File: config.mk
export PLATFORM = sky130hd
export DESIGN_NAME = s_pn_rsp_flat
export DESIGN_NICKNAME = d
export VERILOG_FILES = /design/src/rtl/sd_cmd_pkg.sv /design/src/rtl/s_pn_rsp_if.sv /design/src/rtl/crc7_serial.sv /design/src/rtl/s_pn_rsp.sv /design/src/flat_wrapper.sv
export SDC_FILE = /design/constraint.sdc
export NUM_CORES = 1
export LEC_CHECK = 0
export ABC_AREA = 1
export CAP_MARGIN = 20
export CORE_ASPECT_RATIO = 1.75
export CORE_MARGIN = 4
export CORE_UTILIZATION = 40
export DETAILED_ROUTE_END_ITERATION = 10
export PLACE_DENSITY = 0.71
export SYNTH_ARGS = -nofsm -noshare
export SYNTH_HDL_FRONTEND = slang
export SYNTH_SLANG_ARGS = --single-unit
File: constraint.sdc
create_clock -name clk -period 2.55 [get_ports clk]
set_input_delay 0.765 -clock clk [delete_from_list [all_inputs] [get_ports clk]]
set_output_delay 0.765 -clock clk [all_outputs]
set_load 0.02 [all_outputs]
File: src/rtl/sd_cmd_pkg.sv
// sd_cmd_pkg: shared SD CMD-path types, frame widths and the CRC7 step function.
package sd_cmd_pkg;

   typedef enum logic [1:0] {IDLE, WAIT_START, RECEIVE, DONE} state_e;

   localparam logic [6:0] CRC7_POLY = 7'h09;
   localparam int         R1_WIDTH  = 48;
   localparam int         R2_WIDTH  = 136;

   // one serial step of x^7+x^3+1, MSB-first
   function automatic logic [6:0] crc7_step(input logic [6:0] crc, input logic din);
      return {crc[5:0], 1'b0} ^ ((crc[6] ^ din) ? CRC7_POLY : 7'h00);
   endfunction

endpackage

File: src/rtl/s_pn_rsp_if.sv
// s_pn_rsp_if: CMD-line receive bus; master is the CMD controller, slave is the receiver.
interface s_pn_rsp_if #(
   parameter int RSP_WIDTH = 48
);
   logic                 enable;
   logic                 serial_in;
   logic [RSP_WIDTH-1:0] response;
   logic                 push;
   logic                 ready;
   logic                 timeout;
   logic                 frame_err;
   logic                 crc_err;

   modport master (
      output enable, serial_in,
      input  response, push, ready, timeout, frame_err, crc_err
   );

   modport slave (
      input  enable, serial_in,
      output response, push, ready, timeout, frame_err, crc_err
   );
endinterface

File: src/rtl/crc7_serial.sv
// crc7_serial: bit-serial CRC7 accumulator (initial value 0), shared by the CMD rx and tx paths.
module crc7_serial
   import sd_cmd_pkg::*;
(
   input  logic       clk,
   input  logic       reset,
   input  logic       clear,
   input  logic       shift_en,
   input  logic       din,
   output logic [6:0] crc
);
   logic [6:0] crc_q, crc_d;

   always_comb crc_d = clear ? 7'h00 : shift_en ? crc7_step(crc_q, din) : crc_q;

   always_ff @(posedge clk) begin
      crc_q <= reset ? 7'h00 : crc_d;
   end

   assign crc = crc_q;
endmodule

File: src/rtl/s_pn_rsp.sv
// s_pn_rsp: SD CMD-line response receiver: start-bit hunt, MSB-first capture, end-bit check.
// Defining S_PN_RSP_CRC7_EN adds a CRC7 check of frame bits [RSP_WIDTH-1:8] against bits [7:1].
module s_pn_rsp
   import sd_cmd_pkg::*;
#(
   parameter int RSP_WIDTH = R1_WIDTH,
   parameter int TIMEOUT   = 64
) (
   input  logic      clk,
   input  logic      reset,
   s_pn_rsp_if.slave bus
);
   localparam int BW = $clog2(RSP_WIDTH + 1);
   localparam int WW = $clog2(TIMEOUT + 1);

   state_e               state_q, state_d;
   logic [BW-1:0]        bit_cnt_q, bit_cnt_d;
   logic [WW-1:0]        wait_cnt_q, wait_cnt_d;
   logic [RSP_WIDTH-1:0] shift_q, shift_d, response_q, response_d;
   logic                 push_q, push_d, frame_err_q, frame_err_d, crc_err_q, crc_err_d;
   logic [RSP_WIDTH-1:0] shifted;
   logic                 start, last, wait_over, crc_bad;

   // the first bit lands in the LSB and has climbed to RSP_WIDTH-1 by the end bit
   assign shifted   = {shift_q[RSP_WIDTH-2:0], bus.serial_in};
   assign start     = state_q == WAIT_START && bus.enable && !bus.serial_in;
   assign last      = state_q == RECEIVE && bus.enable && bit_cnt_q == BW'(1);
   assign wait_over = state_q == WAIT_START && bus.enable && bus.serial_in
                      && wait_cnt_q == WW'(TIMEOUT - 1);

`ifdef S_PN_RSP_CRC7_EN
   logic [6:0] crc;

   crc7_serial u_crc (
      .clk      (clk),
      .reset    (reset),
      .clear    (state_q == IDLE),
      .shift_en (start || (state_q == RECEIVE && bit_cnt_q > BW'(8))),
      .din      (bus.serial_in),
      .crc      (crc)
   );

   // while the end bit is sampled, shift_q[6:0] holds frame bits [7:1]
   assign crc_bad = crc != shift_q[6:0];
`else
   assign crc_bad = 1'b0;
`endif

   always_comb begin
      case (state_q)
         IDLE:       state_d = bus.enable ? WAIT_START : IDLE;
         WAIT_START: state_d = (!bus.enable || wait_over) ? IDLE : start ? RECEIVE : WAIT_START;
         RECEIVE:    state_d = !bus.enable ? IDLE : last ? DONE : RECEIVE;
         default:    state_d = IDLE;
      endcase
      wait_cnt_d  = (state_q == WAIT_START && state_d == WAIT_START) ? wait_cnt_q + 1'b1 : '0;
      bit_cnt_d   = start ? BW'(RSP_WIDTH - 1)
                  : (state_q == RECEIVE && state_d == RECEIVE) ? bit_cnt_q - 1'b1 : '0;
      shift_d     = (start || state_q == RECEIVE) ? shifted : shift_q;
      push_d      = last;
      response_d  = last ? shifted : response_q;
      frame_err_d = last ? !bus.serial_in : frame_err_q;
      crc_err_d   = last ? crc_bad : crc_err_q;
   end

   always_ff @(posedge clk) begin
      if (reset) begin
         state_q     <= IDLE;
         bit_cnt_q   <= '0;
         wait_cnt_q  <= '0;
         shift_q     <= '0;
         response_q  <= '0;
         push_q      <= 1'b0;
         frame_err_q <= 1'b0;
         crc_err_q   <= 1'b0;
      end else begin
         state_q     <= state_d;
         bit_cnt_q   <= bit_cnt_d;
         wait_cnt_q  <= wait_cnt_d;
         shift_q     <= shift_d;
         response_q  <= response_d;
         push_q      <= push_d;
         frame_err_q <= frame_err_d;
         crc_err_q   <= crc_err_d;
      end
   end

   assign bus.response  = response_q;
   assign bus.push      = push_q;
   assign bus.ready     = state_q == IDLE;
   assign bus.timeout   = wait_over;
   assign bus.frame_err = frame_err_q;
   assign bus.crc_err   = crc_err_q;
endmodule

File: src/flat_wrapper.sv
// flat-port wrapper written by rule: the top's interface ports become plain ports
module s_pn_rsp_flat import sd_cmd_pkg::*;
#(
   parameter int RSP_WIDTH = R1_WIDTH,
   parameter int TIMEOUT   = 64
)
  (clk, reset, bus_enable, bus_serial_in, bus_response, bus_push, bus_ready, bus_timeout, bus_frame_err, bus_crc_err);
  s_pn_rsp_if #(.RSP_WIDTH(RSP_WIDTH)) bus_i ();
  input  logic clk;
  input  logic reset;
  input wire logic [$bits(bus_i.enable)-1:0] bus_enable;
  input wire logic [$bits(bus_i.serial_in)-1:0] bus_serial_in;
  output wire logic [$bits(bus_i.response)-1:0] bus_response;
  output wire logic [$bits(bus_i.push)-1:0] bus_push;
  output wire logic [$bits(bus_i.ready)-1:0] bus_ready;
  output wire logic [$bits(bus_i.timeout)-1:0] bus_timeout;
  output wire logic [$bits(bus_i.frame_err)-1:0] bus_frame_err;
  output wire logic [$bits(bus_i.crc_err)-1:0] bus_crc_err;
  assign bus_i.enable = bus_enable;
  assign bus_i.serial_in = bus_serial_in;
  assign bus_response = bus_i.response;
  assign bus_push = bus_i.push;
  assign bus_ready = bus_i.ready;
  assign bus_timeout = bus_i.timeout;
  assign bus_frame_err = bus_i.frame_err;
  assign bus_crc_err = bus_i.crc_err;
  s_pn_rsp #(.RSP_WIDTH(RSP_WIDTH), .TIMEOUT(TIMEOUT)) u_core (.clk(clk), .reset(reset), .bus(bus_i));
endmodule
==> results.txt <==
----------------------------------------------------
[Outcome]
  Result of the run ... completed

[Logic synthesis]
  Share of the synthesized area in the top cell type ... between 50 and 60%
  Count of flip-flops with a built-in enable after synthesis ... 0
  Gate Count Post-Synth ... ~500
  Main area contributors after synthesis ... dfxtp_1 (55%), nor2_1 (18%), o21ai_0 (10%)
  Post-synth design cell area ... 0.00408 mm²
  Count of cell types in the netlist ... 27
  Yosys warning count ... 0
  Share of async-settable or async-resettable flops after synthesis ... 0%
  Flops & latches, synth ... between 100 and 150
  Number of nets produced by synthesis ... roughly 520
  Fraction of the yosys area taken by sequential cells ... 54.9%
  Area leader, netlist ... dfxtp_1
  Most used flip-flop cell after synthesis ... dfxtp_1
  Mean cell area of the mapped netlist ... 7.93 µm²

[Placed design]
  Dpl hpwl ... 5310 µm
  Weighted congestion reported at the end of routability-driven placement ... 0.755
  Placed instance area ... 0.00469 mm²
  Setup Slack @ Placement ... -0.311 ns
  Instance count after placement with tap cells included ... 674
  Buffers on Ports ... 55

[Clocking]
  Inserted Clock Buffers ... 9
  TritonCTS clock tree ... done
  Buffers inserted during post-CTS setup optimization ... 0
  Clock slew seen by the registers of the worst setup and hold paths ... 0.07 ns
  Total of hold buffers inserted after clock tree synthesis ... 0
  Num Clock Sinks ... 112
  Post-CTS Resized ... 3
  Insertion delay to the later sink of the worst-skew pair ... 0.34 ns
  Max H-tree Level ... 3
  CTS root buf ... clkbuf_16
  Max Buffers Root-to-Sink ... 2

[Worst hold path]
  Worst hold path class ... reg2reg
  Worst Hold Endpoint ... u_core.wait_cnt_q[0]
  Min-delay src ... u_core.wait_cnt_q[0]
  Worst Hold Path Cells ... 1

[Cells and area]
  Fraction of final layout cells with drive strength greater than 1 ... 6.57%
  Number of nets in the final layout ... around 570
  Cell Count, Final, Fillers Out ... between 600 and 700
  Layout area overhead ... 21.2%
  Layout Cell Area excl Fill ... 0.00495 mm²
  Count of inserted antenna diode cells ... 0

[Pwr]
  Power density of the placed cells ... 651 mW/mm²
  Pleak ... 0.00227 µW
  Reg power frac ... 56.6%
  Net load switching power ... 706 µW
  Combinational fraction of design power ... 4.4%
  Highest ir drop seen on vdd ... 0.432 mV
  Total internal power ... 2520 µW
  Post-layout total power ... between 3000 and 4000 µW
  Clock group share of total power ... 39.0%
  Switching fraction of total power ... ~22%

[Worst setup path]
  Critical path endpoint category ... primary output
  CP Class ... in2out
  Worst setup slack for register-to-register paths ... ~0.9 ns
  Worst path required time ... ~1.8 ns
  Launch instance of the worst register-to-register path ... u_core.bit_cnt_q[1]
  Largest fanout on the critical path ... 2
  Number of cells on the worst reg-to-reg path ... 7
  Startpoint type of the worst setup path ... primary input
  Arr. time, crit path ... 1.64 ns
  Crit path from ... bus_enable
  Endpoint of the lowest-slack register-to-register path ... u_core.bus.response[0]

[Floorplan]
  Initial Utilization ... approximately 41%
  Placeable core area ... 0.00991 mm²
  Die outline area ... 0.0120 mm²
  Die boundary width ... ~84 µm
  Die boundary height ... 142 µm
  # rows ... 48
  # IOs ... 57

[Global routing]
  Global-route wire length before repair ... approximately 13000 µm
  Number of antenna violations at the first check in global routing ... 0
  GRT Overall Usage ... between 10% and 20%
  Aggregate global routing overflow ... 0
  Number of global-route vias before repair ... roughly 3100
  Maximum number of pins on one net before global-route repair ... 61

[Routing]
  Routed wire length ... 7980 µm
  Number of DRC violations after detailed routing ... 0
  Count of nets left with antenna violations after detail routing ... 0
  Violation count after the first detailed-route iteration ... 115
  Detailed-route wire length per cell ... 11.6 µm
  Total number of vias ... roughly 3300
  DRT Pass-1 Iters ... 4
  Via density per instance ... 4.78

[Timing]
  Hold violation count in the final report ... 0
  Peak Freq ... 0.415 GHz
  Accumulated negative setup slack ... 0 ns
  Post-route clock skew ... 0.00531 ns
  Minimum clock period after layout ... 2.41 ns
  Setup-violating endpoint count in the final report ... 0
  Share of the clock period used by the worst path after layout ... 94.4%
  Setup repair after global routing missed its margin ... no
  Final-report max-slew violation count ... 0
  Transition time at the pin with the least slew margin ... between 0.7 and 0.8 ns
  Worst relative slew slack ... 47.9%
  Setup WS post-layout ... 0.143 ns

[Job]
  Count of maximum capacitance violations ... 0

----------------------------------------------------
==> critical path, stage by stage <==
cell             delay (ns)
clkdlybuf4s50_1        0.47
nand4_1                0.11
nor2_1                 0.12
buf_2                  0.17
==> per-layer routing <==
| metal | share of wire, % | wire length (µm) | GRT usage, % | up-vias |
|---|---|---|---|---|
| met5 | 0 | 0 | 0 | - |
| met4 | 2.1 | 164 | 7.09 | 0 |
| met3 | 3.1 | 248 | 2.85 | 9 |
| met2 | 50 | 4020 | 23.4 | 47 |
| met1 | 44 | 3550 | 15.9 | 1503 |
| li1 | - | - | - | 1733 |
==> cells in the final DEF, fill, tap and decap left out, types with 2 or more instances in the layout <==
cell type and instances:
buf_4 10, nand2_1 19, clkinv_2 3, inv_2 5, ha_1 3, dfxtp_1 112
nor2_2 2, inv_1 11, nand3_1 7, nor2_1 200, nand4_1 7, o21ai_0 85
xor2_1 4, clkbuf_16 9, nor3_1 2, a21oi_1 9, o21ai_1 9, clkdlybuf4s50_1 54
==> Yosys cell counts, drive strengths merged, types with 3 or more instances <==
library cell	number
buf	20
dfxtp	112
o21ai	94
inv	16
xor2	4
clkbuf	12
nor2	203
ha	3
nand3	8
nand2	20
nand4	8
a21oi	9
==> kinds of logic (layout without fill, tap and decap cells) <==
family | Yosys count | after routing | synth area share (%)
buffers and inverters | 48 | 96 | 6.16
other | 1 | 1 | 0.0919
AO/OA/AOI/OAI | 104 | 104 | 12.8
flip-flops | 112 | 112 | 54.9
XOR/XNOR | 5 | 5 | 1.07
AND/OR/NAND/NOR | 242 | 242 | 24.0
adder cells (fa/ha/maj) | 3 | 3 | 0.919
==> registers in the layout, summed over array words and instances (netlist names) <==
name	cells
u_core.state_q	2
u_core.shift_q	47
u_core.bus.push	1
u_core.wait_cnt_q	7
u_core.bus.response	48
u_core.bit_cnt_q	6
u_core.bus.frame_err	1
==> worst max path at each step <==
stage,end,slack (ns)
2_1_floorplan,bus_timeout,0.61
3_3_place_gp,bus_timeout,-0.30
3_5_place_dp,bus_timeout,-0.31
4_1_cts,bus_timeout,0.03
5_1_grt,bus_timeout,0.1
6_report,bus_timeout,0.14
==> cell type report <==
type | instances | area (µm²)
clock buffers | 10 | 239
clock inverters | 4 | 22.5
fillers | 969 | 4960
inverters | 16 | 60.1
multi-input cells | 355 | 1590
flip-flops and latches | 112 | 2240
well taps | 125 | 156
repair buffers | 66 | 641
==> through the flow <==
stage | utilization [%] | hold slack [ns]
3_3_place_gp | 47.4 | 0.429
6_report | 49.9 | 0.460
2_1_floorplan | - | 0.418
4_1_cts | 50.0 | 0.463
5_1_grt | 49.9 | 0.476
3_5_place_dp | 47.4 | 0.449
==> power by group through the flow <==
stage          Sequential, µW  Clock, µW  Combinational (µW)
6_report                 1820       1260                 141
5_1_grt                  1830       1370                 161
4_1_cts                  1820       1300                 143
3_5_place_dp             1860          0                 142
3_3_place_gp             1860          0                 138
2_1_floorplan            1860          0                 110
Power figures use the tool's default switching activity.
